$ cat config.mk
export PLATFORM = sky130hd
export DESIGN_NAME = alkflags
export DESIGN_NICKNAME = d
export VERILOG_FILES = /design/src/rtl/alk_pkg.sv /design/src/rtl/alkloopc.sv /design/src/rtl/alkflags.sv
export SDC_FILE = /design/constraint.sdc
export NUM_CORES = 1
export LEC_CHECK = 0
export CORE_MARGIN = 1
export CORE_UTILIZATION = 27
export DETAILED_ROUTE_END_ITERATION = 16
export PLACE_DENSITY_LB_ADDON = 0.1
export SYNTH_ARGS = -nofsm -noshare
export SYNTH_HDL_FRONTEND = slang
export SYNTH_SLANG_ARGS = --single-unit
$ cat constraint.sdc
create_clock -name clk -period 2.1 [get_ports clk]
set_clock_uncertainty 0.2 [all_clocks]
set_input_delay 0.42 -clock clk [delete_from_list [all_inputs] [get_ports clk]]
set_output_delay 0.42 -clock clk [all_outputs]
set_load 0.02 [all_outputs]
$ cat src/rtl/alk_pkg.sv
// Shared ALK constants: loop counter width default and WBUS flag bit positions.
// No state; compile-time constants only.
// Also used by the downstream ALK WBUS readout mux, so flag bit positions stay consistent.
package alk_pkg;
  localparam int LCNT_W_DEF   = 5;
  localparam int WB_ALUSO_BIT = 31;
  localparam int WB_ALKC_BIT  = 30;
endpackage

$ cat src/rtl/alkloopc.sv
// ALK loop step counter and loop-terminated flag for multiply/divide step sequences.
// Latency: 1 clk from strobe to updated counter/flag; loop_zero is combinational.
// No flow control: strobes are acted on in the cycle they are presented.
module alkloopc
  import alk_pkg::*;
#(
  parameter int CNT_W = LCNT_W_DEF
) (
  input  logic             clk,
  input  logic             reset_h,
  input  logic             ld_loopc,
  input  logic [CNT_W-1:0] ld_val,
  input  logic             dec_loopc,
  input  logic             set_loopf,
  input  logic             clr_loopf,
  output logic             loop_flag,
  output logic [CNT_W-1:0] loop_cnt,
  output logic             loop_zero
);

  logic cnt_is_zero;
  logic cnt_is_one;

  assign cnt_is_zero = (loop_cnt == '0);
  assign cnt_is_one  = (loop_cnt == CNT_W'(1));
  assign loop_zero   = cnt_is_zero;

  // Counter: load beats decrement; decrement saturates at zero instead of wrapping.
  always_ff @(posedge clk or posedge reset_h) begin
    if (reset_h) begin
      loop_cnt <= '0;
    end else if (ld_loopc) begin
      loop_cnt <= ld_val;
    end else if (dec_loopc && !cnt_is_zero) begin
      loop_cnt <= loop_cnt - CNT_W'(1);
    end
  end

  // Loop flag: clr > set > load (flag set when loading zero) > terminal/saturated dec.
  always_ff @(posedge clk or posedge reset_h) begin
    if (reset_h) begin
      loop_flag <= 1'b0;
    end else if (clr_loopf) begin
      loop_flag <= 1'b0;
    end else if (set_loopf) begin
      loop_flag <= 1'b1;
    end else if (ld_loopc) begin
      loop_flag <= (ld_val == '0);
    end else if (dec_loopc && (cnt_is_one || cnt_is_zero)) begin
      loop_flag <= 1'b1;
    end
  end

endmodule

$ cat src/rtl/alkflags.sv
// ALK flag/state stage: ALU carry and sign-xor-overflow flags plus loop counter/flag.
// Latency: 1 clk from strobe to registered output; loop_zero_h is combinational.
// No flow control: every strobe is accepted in the cycle it is asserted.
module alkflags
  import alk_pkg::*;
#(
  parameter int LCNT_W = LCNT_W_DEF
) (
  input  logic              clk,
  input  logic              reset_h,
  input  logic              alpctl_ld_aluf_h,
  input  logic              alu_c_h,
  input  logic              alu_n_h,
  input  logic              alu_v_h,
  input  logic              alpctl_wb_ldf_h,
  input  logic [31:0]       wbus_in_h,
  input  logic              alpctl_ld_loopc_h,
  input  logic              alpctl_dec_loopc_h,
  input  logic              alpctl_set_loopf_h,
  input  logic              alpctl_clr_loopf_h,
  output logic              alkc_flag_h,
  output logic              aluso_flag_h,
  output logic              loop_flag_h,
  output logic [LCNT_W-1:0] loop_cnt_h,
  output logic              loop_zero_h
);

  // Flag capture: a WBUS restore takes precedence over a live ALU capture.
  always_ff @(posedge clk or posedge reset_h) begin
    if (reset_h) begin
      alkc_flag_h  <= 1'b0;
      aluso_flag_h <= 1'b0;
    end else if (alpctl_wb_ldf_h) begin
      alkc_flag_h  <= wbus_in_h[WB_ALKC_BIT];
      aluso_flag_h <= wbus_in_h[WB_ALUSO_BIT];
    end else if (alpctl_ld_aluf_h) begin
      alkc_flag_h  <= alu_c_h;
      aluso_flag_h <= alu_n_h ^ alu_v_h;
    end
  end

  alkloopc #(
    .CNT_W (LCNT_W)
  ) u_loopc (
    .clk       (clk),
    .reset_h   (reset_h),
    .ld_loopc  (alpctl_ld_loopc_h),
    .ld_val    (wbus_in_h[LCNT_W-1:0]),
    .dec_loopc (alpctl_dec_loopc_h),
    .set_loopf (alpctl_set_loopf_h),
    .clr_loopf (alpctl_clr_loopf_h),
    .loop_flag (loop_flag_h),
    .loop_cnt  (loop_cnt_h),
    .loop_zero (loop_zero_h)
  );

endmodule

==> impl_metrics.yaml <==
clock_network:
  cts.reportedPaths.clkPinSlew_ps: 60
  clkSinkCount: 8
  clock_tree_from_tritoncts: "done"
  htreeDepth: 1
  clk-insertion-delay-late_ps: 260
  clock-root-buffer: "sky130_fd_sc_hd__clkbuf_4"
  cts-root-to-sink-buffers: 2
  cts_made_buffers: 3
synthesis:
  syn-num-nets: 99
  synth_edf_count: 0
  netlist-cell-type-count: 25
  synth_top_flop_cell: "sky130_fd_sc_hd__dfrtp_1"
  synth.avg_cell_area_um2: 9.06
  netlist_instances: 54
  yosysTopAreaCell: "sky130_fd_sc_hd__dfrtp_1"
  synth.yosys.warnings: 0
  netlist_top_cells_area: "sky130_fd_sc_hd__dfrtp_1, sky130_fd_sc_hd__nand2_1, sky130_fd_sc_hd__ha_1"
  synth_async_sr_flop_share_pct: 100
  sequential_area_share_after_synthesis_pct: 40.9
  synth_top_area_share_pct: 40.9
  postSynthRegisterBits: 8
  syn-cell-area_um2: 489
global_route:
  antenna_found_initial: 0
  globalRoute.totalOverflow: 0
  wire_length_of_the_first_global_routing_pass_um: 2280
  grt_util_all_layers_pct: 16.1
  first_global_vias: 502
  grt_max_degree: 9
die:
  fp-row-count: 15
  dieHeight_um: 44.6
  placeable_core_region_mm2: 0.00171
  pin_count: 52
  die_width_um: 44.6
  start_util_pct: 28.6
  die_area_mm2: 0.00199
worst_setup_path:
  cp_slowest_cell: "sky130_fd_sc_hd__clkdlybuf4s50_1"
  slowest_delay_ps: 590
  worst-path-max-fanout: 5
  endpoint_kind: "primary output"
  worst-endpoint-required_ps: 1480
  cp_cell_sequence: "buf_4 -> clkdlybuf4s50_1"
  cpLargestDelayFamily: "buffers and inverters"
  setup.worst_path.class: "reg -> out"
  critical_path_depth: 2
  cp_data_arrival_time_ps: 1400
  crit_path_start_kind: "flop"
  cp.buffers_inverters: 2
  worst-r2r-cell-count: 4
power:
  power.leakage_nw: 0.392
  power_per_cell_area_mw_per_mm2: 573
  vdd_ir_drop_max_mv: 0.254
route:
  drt_iter0_markers: 11
  detail_route.wirelength_um: 1400
  drt_pre_antenna_iters: 4
  remaining_drc_errors: 0
  num_vias: 538
  vias_per_cell: 4.56
  postRouteAntennaNets: 0
  post_detailed_route_wirelength_per_cell_um: 11.9
layout:
  design.final.nets: 140
  finalCoreUtilization_pct: 51.6
  synthToLayoutAreaGrowth_pct: 80.3
  most-common-layout-cells: "sky130_fd_sc_hd__clkdlybuf4s50_1, sky130_fd_sc_hd__buf_4, sky130_fd_sc_hd__nand2_1, sky130_fd_sc_hd__dfrtp_1, sky130_fd_sc_hd__inv_1"
  final-instance-count-excl-fill: 118
  antenna-diode-count: 0
  drive_above_1_share_pct: 17.2
  layout_commonest_cell: "sky130_fd_sc_hd__clkdlybuf4s50_1"
timing:
  period_utilization_post_route_pct: 96.1
  rsz0062_at_grt: "false"
  timing.slew.headroom_pct: 77.0
  fin_worst_hold_slack_ps: 221
  final-max-slew-violation-count: 0
  tightest_slew_ps: 344
  timing_hold_violations_final: 0
  period_needed_ps: 2020
  final.setup.worst_slack_ps: 81.3
  achievable-frequency_mhz: 495
  setup_viol: 0
placed_design:
  dp_worst_setup_slack_ps: -43.1
  finalWeightedCongestion: 0.728
  place_hpwl_um: 1080
  placedCellCount: 115
  numPortBuffers: 26
worst_hold_path:
  worst_hold_path_type: "in -> async"
job:
  maxCapViolations: 0
status:
  run_status: "finished clean"
[power by group]
part	switching (mW)	internal [mW]	total, mW
Combinational	0.0850	0.110	0.195
Clock	0.0611	0.0660	0.127
Sequential	0.0130	0.170	0.183
Total	0.159	0.346	0.505
[per-stage QoR]
stage	cell area [um2]	TNS (ps)	total power [mW]
floorplan	489	0	0.264
global placement	856	-92.3	0.377
detailed placement	856	-81.1	0.378
CTS	880	0	0.506
global route	882	0	0.540
finish	882	0	0.505
[routing by layer]
metal	vias up	track usage, %	share of wire [%]
met1	248	21.7	49
met4	0	9.09	1.3
li1	272	-	-
met2	16	24.1	44
met3	2	2.86	5.3
met5	-	0	0
[worst reg2reg max path: stages (launching register included)]
cell	delay (ps)
sky130_fd_sc_hd__dfrtp_1	410
sky130_fd_sc_hd__buf_4	160
sky130_fd_sc_hd__or2_1	250
sky130_fd_sc_hd__or4_1	520
sky130_fd_sc_hd__a31oi_1	180
[sequential cells by signal, indices dropped and copies added (netlist names)]
name,cells
u_loopc.loop_flag,1
u_loopc.loop_cnt,5
alkc_flag_h,1
aluso_flag_h,1
[final cells by class]
class	instances	area [um2]
fill	178	826
timing repair buffer	36	330
multi-input combinational	40	275
inverter	6	22.5
sequential	8	200
tap	25	31.3
clock buffer	3	22.5
[cell families after synthesis]
logic type      after synthesis  share of synthesized area, %
simple gates                 20                          23.3
compound gates               15                          20.2
flops                         8                          40.9
buf+inv                       6                          4.60
mux                           2                          4.09
fa+ha+maj                     2                          5.11
xor+xnor                      1                          1.79
[repair_timing]
item	CTS	global route
resized for setup	4	2
setup endpoints to repair	1	1
buffers inserted	0	0
hold buffers	0	0
[synthesized netlist by cell type, drive strengths merged, types with 2 or more instances]
master  instances
a31oi           2
dfrtp           8
ha              2
inv             6
mux2i           2
nand2           8
nor2b           2
o21ai           6
or2             2
or4             3
[worst paths after layout]
kind	slack, ps	to	start
worst max-delay path	80	loop_cnt_h[3]	u_loopc.loop_cnt[3]
worst min-delay path	220	alkc_flag_h	reset_h
worst max register to register	310	u_loopc.loop_flag	u_loopc.loop_cnt[4]
worst min register to register	370	aluso_flag_h	aluso_flag_h
max in group asynchronous	1230	u_loopc.loop_cnt[3]	reset_h
min in group clk	370	aluso_flag_h	aluso_flag_h
No activity file was read; power rests on OpenSTA's default activity.
